File: src/rtl/shift_issue_wb_if.sv
// Request / shifter / result signal bundle for shift_issue_wb.
// The slave modport is the issue block; the master modport is its environment.
interface shift_issue_wb_if;
   logic        req_valid;
   logic        req_ready;
   logic [31:0] req_data;
   logic [4:0]  req_amt;
   logic        req_rot;
   logic [3:0]  req_tag;
   logic [31:0] sh_in;
   logic        sh_rotate;
   logic [4:0]  sh_select;
   logic [31:0] sh_out;
   logic        res_valid;
   logic        res_ready;
   logic [31:0] res_data;
   logic [3:0]  res_tag;
   logic        busy;

   modport slave (
      input  req_valid, req_data, req_amt, req_rot, req_tag, sh_out, res_ready,
      output req_ready, sh_in, sh_rotate, sh_select, res_valid, res_data, res_tag, busy
   );

   modport master (
      output req_valid, req_data, req_amt, req_rot, req_tag, sh_out, res_ready,
      input  req_ready, sh_in, sh_rotate, sh_select, res_valid, res_data, res_tag, busy
   );
endinterface

File: src/rtl/shift_issue_wb.sv
// Issues shift/rotate requests to an external fixed-latency shifter and collects
// the results in a credit-protected show-ahead FIFO, returned in acceptance order.
module shift_issue_wb_chk #(
   parameter int DEPTH = 8,
   parameter int CW    = 4
) (
   input logic          clk,
   input logic          rst_n,
   input logic          push,
   input logic [CW-1:0] count,
   input logic [CW-1:0] credits
);
   a_no_overflow: assert property (@(posedge clk) disable iff (!rst_n)
      !(push && (count == CW'(DEPTH))));
   a_credit_range: assert property (@(posedge clk) disable iff (!rst_n)
      credits <= CW'(DEPTH));
endmodule

module shift_issue_wb #(
   parameter int DEPTH = 8,
   parameter int LAT   = 5
) (
   input logic            clk,
   input logic            rst_n,
   shift_issue_wb_if.slave bus
);
   localparam int PW = $clog2(DEPTH);
   localparam int CW = PW + 1;
   localparam logic [CW-1:0] DEPTH_C = CW'(DEPTH);
   localparam logic [CW-1:0] ONE_C   = CW'(1);
   localparam logic [PW-1:0] PONE_C  = PW'(1);

   logic [LAT-1:0] valid_q, valid_d;
   logic [3:0]     tag_q [LAT];
   logic [3:0]     tag_d [LAT];
   logic [31:0]    mem_q [DEPTH];
   logic [31:0]    mem_d [DEPTH];
   logic [3:0]     mtag_q [DEPTH];
   logic [3:0]     mtag_d [DEPTH];
   logic [PW-1:0]  wr_ptr_q, wr_ptr_d, rd_ptr_q, rd_ptr_d;
   logic [CW-1:0]  count_q, count_d, credits_q, credits_d;
   logic           ready_s, accept_s, pop_s, push_s, res_valid_s;

   assign ready_s     = (credits_q != {CW{1'b0}});
   assign res_valid_s = (count_q != {CW{1'b0}});
   assign accept_s    = bus.req_valid & ready_s;
   assign pop_s       = res_valid_s & bus.res_ready;
   assign push_s      = valid_q[LAT-1];

   // Idle cycles send an all-zero bubble to the shifter.
   always_comb begin
      if (accept_s) begin
         bus.sh_in     = bus.req_data;
         bus.sh_rotate = bus.req_rot;
         bus.sh_select = bus.req_amt;
      end else begin
         bus.sh_in     = 32'h0000_0000;
         bus.sh_rotate = 1'b0;
         bus.sh_select = 5'd0;
      end
   end

   always_comb begin
      valid_d[0] = accept_s;
      tag_d[0]   = bus.req_tag;
      for (int i = 1; i < LAT; i++) begin
         valid_d[i] = valid_q[i-1];
         tag_d[i]   = tag_q[i-1];
      end
   end

   // FIFO write, read and occupancy; the shifter output is captured when its request reaches the last stage.
   always_comb begin
      mem_d    = mem_q;
      mtag_d   = mtag_q;
      wr_ptr_d = wr_ptr_q;
      rd_ptr_d = rd_ptr_q;
      if (push_s) begin
         mem_d[wr_ptr_q]  = bus.sh_out;
         mtag_d[wr_ptr_q] = tag_q[LAT-1];
         wr_ptr_d         = wr_ptr_q + PONE_C;
      end else begin
         wr_ptr_d = wr_ptr_q;
      end
      if (pop_s) begin
         rd_ptr_d = rd_ptr_q + PONE_C;
      end else begin
         rd_ptr_d = rd_ptr_q;
      end
      case ({push_s, pop_s})
         2'b10:   count_d = count_q + ONE_C;
         2'b01:   count_d = count_q - ONE_C;
         default: count_d = count_q;
      endcase
   end

   // A credit leaves on accept and returns on pop, so in-flight plus stored never exceeds DEPTH.
   always_comb begin
      case ({accept_s, pop_s})
         2'b10:   credits_d = credits_q - ONE_C;
         2'b01:   credits_d = credits_q + ONE_C;
         default: credits_d = credits_q;
      endcase
   end

   always_ff @(posedge clk or negedge rst_n) begin
      if (!rst_n) begin
         valid_q   <= {LAT{1'b0}};
         wr_ptr_q  <= {PW{1'b0}};
         rd_ptr_q  <= {PW{1'b0}};
         count_q   <= {CW{1'b0}};
         credits_q <= DEPTH_C;
         for (int i = 0; i < LAT; i++) begin
            tag_q[i] <= 4'd0;
         end
         for (int i = 0; i < DEPTH; i++) begin
            mem_q[i]  <= 32'h0000_0000;
            mtag_q[i] <= 4'd0;
         end
      end else begin
         valid_q   <= valid_d;
         wr_ptr_q  <= wr_ptr_d;
         rd_ptr_q  <= rd_ptr_d;
         count_q   <= count_d;
         credits_q <= credits_d;
         tag_q     <= tag_d;
         mem_q     <= mem_d;
         mtag_q    <= mtag_d;
      end
   end

   always_comb begin
      bus.req_ready = ready_s;
      bus.res_valid = res_valid_s;
      bus.busy      = (|valid_q) | res_valid_s;
      if (res_valid_s) begin
         bus.res_data = mem_q[rd_ptr_q];
         bus.res_tag  = mtag_q[rd_ptr_q];
      end else begin
         bus.res_data = 32'h0000_0000;
         bus.res_tag  = 4'd0;
      end
   end

   shift_issue_wb_chk #(.DEPTH(DEPTH), .CW(CW)) u_chk (
      .clk     (clk),
      .rst_n   (rst_n),
      .push    (push_s),
      .count   (count_q),
      .credits (credits_q)
   );
endmodule

File: src/flat_wrapper.sv
// flat-port wrapper written by rule: the top's interface ports become plain ports
module shift_issue_wb_flat 
#(
   parameter int DEPTH = 8,
   parameter int LAT   = 5
)
  (clk, rst_n, bus_req_valid, bus_req_data, bus_req_amt, bus_req_rot, bus_req_tag, bus_sh_out, bus_res_ready, bus_req_ready, bus_sh_in, bus_sh_rotate, bus_sh_select, bus_res_valid, bus_res_data, bus_res_tag, bus_busy);
  shift_issue_wb_if bus_i ();
  input logic clk;
  input logic rst_n;
  input wire logic [$bits(bus_i.req_valid)-1:0] bus_req_valid;
  input wire logic [$bits(bus_i.req_data)-1:0] bus_req_data;
  input wire logic [$bits(bus_i.req_amt)-1:0] bus_req_amt;
  input wire logic [$bits(bus_i.req_rot)-1:0] bus_req_rot;
  input wire logic [$bits(bus_i.req_tag)-1:0] bus_req_tag;
  input wire logic [$bits(bus_i.sh_out)-1:0] bus_sh_out;
  input wire logic [$bits(bus_i.res_ready)-1:0] bus_res_ready;
  output wire logic [$bits(bus_i.req_ready)-1:0] bus_req_ready;
  output wire logic [$bits(bus_i.sh_in)-1:0] bus_sh_in;
  output wire logic [$bits(bus_i.sh_rotate)-1:0] bus_sh_rotate;
  output wire logic [$bits(bus_i.sh_select)-1:0] bus_sh_select;
  output wire logic [$bits(bus_i.res_valid)-1:0] bus_res_valid;
  output wire logic [$bits(bus_i.res_data)-1:0] bus_res_data;
  output wire logic [$bits(bus_i.res_tag)-1:0] bus_res_tag;
  output wire logic [$bits(bus_i.busy)-1:0] bus_busy;
  assign bus_i.req_valid = bus_req_valid;
  assign bus_i.req_data = bus_req_data;
  assign bus_i.req_amt = bus_req_amt;
  assign bus_i.req_rot = bus_req_rot;
  assign bus_i.req_tag = bus_req_tag;
  assign bus_i.sh_out = bus_sh_out;
  assign bus_i.res_ready = bus_res_ready;
  assign bus_req_ready = bus_i.req_ready;
  assign bus_sh_in = bus_i.sh_in;
  assign bus_sh_rotate = bus_i.sh_rotate;
  assign bus_sh_select = bus_i.sh_select;
  assign bus_res_valid = bus_i.res_valid;
  assign bus_res_data = bus_i.res_data;
  assign bus_res_tag = bus_i.res_tag;
  assign bus_busy = bus_i.busy;
  shift_issue_wb #(.DEPTH(DEPTH), .LAT(LAT)) u_core (.clk(clk), .rst_n(rst_n), .bus(bus_i));
endmodule
File: config.mk
export PLATFORM = sky130hd
export DESIGN_NAME = shift_issue_wb_flat
export DESIGN_NICKNAME = d
export VERILOG_FILES = /design/src/rtl/shift_issue_wb_if.sv /design/src/rtl/shift_issue_wb.sv /design/src/flat_wrapper.sv
export SDC_FILE = /design/constraint.sdc
export NUM_CORES = 1
export LEC_CHECK = 0
export ABC_AREA = 1
export BUFFER_PORTS_ARGS = -buffer_cell sky130_fd_sc_hd__buf_4
export CAP_MARGIN = 25
export CORE_ASPECT_RATIO = 0.75
export CORE_UTILIZATION = 50
export CTS_BUF_LIST = sky130_fd_sc_hd__clkbuf_16
export DETAILED_ROUTE_END_ITERATION = 8
export PLACE_DENSITY = 0.72
export REMOVE_ABC_BUFFERS = 1
export SKIP_LAST_GASP = 1
export SYNTH_ARGS = -nofsm -noshare
export SYNTH_HDL_FRONTEND = slang
export SYNTH_SLANG_ARGS = --single-unit
export TNS_END_PERCENT = 20
File: constraint.sdc
create_clock -name clk -period 2.3 [get_ports clk]
set_clock_uncertainty 0.05 [all_clocks]
set_input_delay 0.345 -clock clk [delete_from_list [all_inputs] [get_ports clk]]
set_output_delay 0.345 -clock clk [all_outputs]
set_load 0.01 [all_outputs]
Word level (Yosys, flattened, before mapping)
Cells that the tools add are included.
W data, S select, Z words.
{ "classes": {"add_sub_neg": 6, "eq_ne": 4, "magnitude_cmp": 3, "n_bitwise": 5, "muxes": 19, "n_reduce_logical": 6} }
{ "ops": {"columns": ["operator", "count"], "rows": [
  ["$bwmux W256", 1],
  ["$mux W32", 5],
  ["$bmux W32 S3", 1],
  ["$demux W32 S3", 1],
  ["$bwmux W32", 1],
  ["$mux W4", 4],
  ["$pmux W4 S2", 2],
  ["$bmux W4 S3", 1],
  ["$demux W4 S3", 1],
  ["$add A4 B1 Y4 const B", 2],
  ["$ge A4 B4 Y1 const B", 2],
  ["$not A3 Y4", 2],
  ["$reduce_bool A4 Y1", 2],
  ["$sub A4 B1 Y4 const B", 2],
  ["$add A3 B1 Y3 const B", 2],
  ["$mux W5", 1],
  ["$reduce_or A5 Y1", 1],
  ["$eq A2 B1 Y1 const B", 2],
  ["$eq A2 B2 Y1 const B", 2],
  ["$lt A4 B1 Y1 const B", 1],
  ["$reduce_bool A2 Y1", 2],
  ["$and A1 B1 Y1", 2],
  ["$logic_and A1 B1 Y1", 1],
  ["$mux W1", 1],
  ["$or A1 B1 Y1", 1]
]} }
{ "totals": {"out_inout_bits": 77, "wordCells": 69, "register_bits": 327, "input_bits": 78} }

Logic depth before layout (Yosys ltp)
{ "depth": {"ltp_word": 6, "depth_mapped": 13, "mapped_depth_nobuf": 13} }

Least setup slack after synthesis
Ideal clock, no wire load.
{ "synth_path": {"path_kind": "flip-flop to flip-flop", "from": "register u_core.credits_q[0]", "to": "register u_core.credits_q[3]", "arrival_time_ns": 2.079, "path_stages_with_launch": 14, "path_buffers": 1, "setup_time_ns": 0.060, "setup_slack_ns": 0.111, "synth_period_minus_slack_ns": 2.189, "path_cell_list": "dfrtp_1 > inv_1 > nand3_1 > nand2_1 > clkbuf_1 > ha_1 > inv_1 > ha_1 > nand2_1 > nand2_1 > nor2_1 > xnor2_1 > nand2_1 > nand2_1"} }
{ "synth_between": {"elab_chain_len": 4, "elab_cells_between_ends": 8, "classes_between": "add/sub (2); eq/ne (2); mux (1); bitwise (1); reduce/logical (2)"} }
{ "synth_lines": {"columns": ["element", "line_no", "rtl"], "rows": [
  ["start, declared", "shift_issue_wb.sv:41", "logic [CW-1:0] count_q, count_d, credits_q, credits_d;"],
  ["start signal, assigned", "shift_issue_wb.sv:125", "credits_q <= credits_d;"],
  ["$reduce_bool A4 Y1 (*)", "shift_issue_wb.sv:44", "assign ready_s = (credits_q != {CW{1'b0}});"],
  ["net bus_req_ready", "flat_wrapper.sv:18", "output wire logic [$bits(bus_i.req_ready)-1:0] bus_req_ready;"],
  ["$and A1 B1 Y1 (*)", "shift_issue_wb.sv:46", "assign accept_s = bus.req_valid & ready_s;"],
  ["$eq A2 B1 Y1 / $eq A2 B2 Y1 (equally long branches)", "shift_issue_wb.sv:99", "case ({accept_s, pop_s})"],
  ["$pmux W4 S2 / $reduce_bool A2 Y1 (equally long branches)", null, null]
]} }
Mark *: on every way through the listed nets, which the timed path passes. The rest lies on a longest branch.
A chain may end at the register's enable or synchronous reset.

Final worst setup path
{ "layout_path": {"from": "register u_core.rd_ptr_q[0]", "to": "output bus_res_data[24]"} }
{ "layout_between": {"elab_chain_len": 5} }
{ "layout_lines": {"columns": ["element", "line_no", "rtl"], "rows": [
  ["start, declared", "shift_issue_wb.sv:40", "logic [PW-1:0] wr_ptr_q, wr_ptr_d, rd_ptr_q, rd_ptr_d;"],
  ["start signal, assigned", "shift_issue_wb.sv:110", "rd_ptr_q <= {PW{1'b0}};"],
  ["start signal, assigned", "shift_issue_wb.sv:123", "rd_ptr_q <= rd_ptr_d;"],
  ["$not A3 Y4 (implied by the code)", "shift_issue_wb.sv:137", "bus.res_data = mem_q[rd_ptr_q];"],
  ["$bmux W32 S3", "shift_issue_wb.sv:137", null],
  ["$mux W32 (implied by the code) (2 in series)", "shift_issue_wb.sv:137", null],
  ["$mux W32", "shift_issue_wb.sv:136", "if (res_valid_s) begin"],
  ["end, declared", "flat_wrapper.sv:23", "output wire logic [$bits(bus_i.res_data)-1:0] bus_res_data;"]
]} }
No other way between the ends. The select of a mux whose other input is x is not followed.

==> flow_summary.ini <==
[run_status]
failed_checks = setup timing
status = complete, but fails checks

[cts]
insertion_delay_ns = 0.53
tritoncts = built
cts_buffers = 34
htreeDepth = 2
path_clk_slew_ns = 0.06
cts_buffer_depth = 3
clkSinkCount = 327
cts_root_buf = clkbuf_16

[cells_and_area]
diodes = 0
stdcell_area_um2 = 18700
final_core_util_pct = 64.4
drive_gt1_share_pct = 17.8
area_growth_pct = 27.0
fin_nets = 2058
final_cells = 2382

[power]
vdd_ir_drop_max_mv = 0.764
totalPowerFinal_w = 0.0294
p_leak_nw = 9.17
power_density_nw_per_um2 = 1570

[die]
die_height_um = 151
die_width_um = 200
dieArea_um2 = 30200
core_area_um2 = 29100
io_pins = 155
rows = 54
initial_core_util_pct = 50.7

[route]
drc = 0
drt_iter0_markers = 1159
via_count = 12900
vias_per_cell = 5.41
dr.pass1.iters = 5
wl_um = 40100
routedWlPerCell_um = 16.8
drtAntennaViolNets = 0

[sta]
rsz0062_at_grt = true
fmax_ghz = 0.394
setup_ws_ns = -0.235
hold_violations = 0
fin_crit_sh_pct = 110
tightest_slew_ns = 0.482
slew_viol_final = 0
slew_headroom_pct = 67.9
finalSetupViolCount = 36
min_period_ns = 2.54

[setup_path]
cp-startpoint = u_core.rd_ptr_q[0]
r2r_cells = 13
worstPathCellList = buf_12 -> clkinv_16 -> clkbuf_16 -> o21ai_4 -> o21ai_1 -> nor2_1 -> nor2_2 -> buf_6
critPathMaxFanout = 7
r2r_end = u_core.credits_q[3]
crit_type = reg -> out
reg2reg_slack_ns = 0.08
slowest_delay_ns = 0.52
worst_setup_path_start_kind = flop
crit_path_end_kind = output port
crit_slowest_cell = dfrtp_4
endpoint = bus_res_data[24]
cp.arrival_ns = 2.14
r2r_start = u_core.count_q[0]
worstPathRequired_ns = 1.90

[hold_path]
hold_class = in -> reg

[grt]
antenna_found_initial = 0
grt_max_degree = 84
grt_usage_pct = 26.2
grt_pass1_vias = 12200
grt_pass1_wl_um = 63400
grt_overflow = 0

[logic_synthesis]
synth_cell_types = 25
yosys.area.top_type = dfrtp_1
synth.most_common_cell = o21ai_0
async_flop_share_pct = 100
synth-warning-count = 0
synthesis.area_um2 = 14700
avgSynthCellArea_um2 = 8.14
synth_edf_count = 0
synthTopCellsByCount = 426 x o21ai_0, 388 x nand2_1, 326 x dfrtp_1
synthFlopType = dfrtp_1
synth_cells = 1810
synth.top_cell.area_share_pct = 55.4
yosys-top-cells-area = dfrtp_1 55%, o21ai_0 14%, nand2_1 9.9%
seq_area_frac_synth_pct = 55.6
ys_ff_latch = 327

[place]
placed_cell_area_um2 = 16400
hpwl_um = 21100
port_buffers = 154
placed_cells = 2278
gp_congestion = 0.752

[job]
drv_cap = 0
## layout make-up
| class | count | area [um^2] |
|---|---|---|
| Multi-Input combinational cell | 1234 | 5840 |
| Fill cell | 2417 | 10400 |
| Sequential cell | 327 | 8190 |
| Timing Repair inverter | 1 | 30.0 |
| Clock inverter | 20 | 163 |
| Inverter | 129 | 510 |
| Clock buffer | 35 | 876 |
| Tap cell | 392 | 490 |
| Timing Repair Buffer | 244 | 2600 |
## worst min-delay path by stage
stage,startpoint,slack [ns],end,cells after the start
final,bus_sh_out[27],0.009,u_core.mem_q[27],3
after global routing,bus_sh_out[6],0.007,u_core.mem_q[6],3
after CTS,bus_sh_out[27],0.0003,u_core.mem_q[27],3
after detailed placement,rst_n,0.26,u_core.tag_d[1],1
after global placement,rst_n,0.26,u_core.tag_d[1],1
after floorplan,rst_n,-0.0006,u_core.count_q[0],0
## flip-flops by register name (all words and copies together), names as in the netlist
name and cells:
u_core.count_q 4, u_core.credits_q 4, u_core.mem_q 256, u_core.mtag_q 32
u_core.rd_ptr_q 3, u_core.tag_d 16, u_core.tag_q 4, u_core.valid_q 5
u_core.wr_ptr_q 3
## layout by cell type (no fill, tap or decap), drive strengths merged, types with 21 or more instances in the layout
| cell type | n |
|---|---|
| nor2 | 301 |
| dlygate4sd3 | 21 |
| clkbuf | 46 |
| dfrtp | 326 |
| nand2 | 394 |
| o21ai | 438 |
| nand3 | 42 |
| o211ai | 36 |
| inv | 137 |
| buf | 212 |
## layer usage
metal	up-vias	GRT usage, %	wire [um]	share of wire, %
li1	6145	-	-	-
met1	6191	37.1	18000	45
met2	493	42.0	18300	46
met3	64	4.05	2980	7.4
met4	0	7.88	787	2.0
met5	-	0	0	0
## cell families after synthesis
logic type / after synthesis / share of synthesized area (%)
DFF: 327 / 55.6
adders and majority gates: 9 / 0.815
and+or+nand+nor: 739 / 19.5
buffers and inverters: 249 / 6.74
AOI/OAI and AO/OA: 475 / 16.8
xor gates and xnor gates: 11 / 0.654
## where the power goes
part	internal, W	switching [W]
registers	0.00849	0.00158
clock network	0.00298	0.00224
logic	0.00611	0.00800
## worst max-delay path, delay by kind of cell, from the launching register on
kind	cells	cell delay, ns
AND/OR/NAND/NOR	2	0.24
AO/OA/AOI/OAI	2	0.21
buffers and inverters	4	0.64
flip-flops	1	0.52
## metrics by stage
stage          worst slack (ns)  hold slack (ns)  TNS (ns)
2_1_floorplan             -3.06        -0.000591   -117.96
3_3_place_gp              0.189            0.255         0
3_5_place_dp             0.0814            0.259         0
4_1_cts                  -0.186         0.000301     -5.66
5_1_grt                  -0.304          0.00727    -11.81
6_report                 -0.235          0.00920     -6.54
## timing repair
action                     in CTS  in global routing
gates cloned                   10                 12
hold buffers                   21                  0
pin swaps                      15                 48
resized for setup              58                137
hold endpoints to repair       68                  0
setup endpoints to repair      37                 77
setup buffers                   6                  0
No activity file was read; power rests on OpenSTA's default activity.
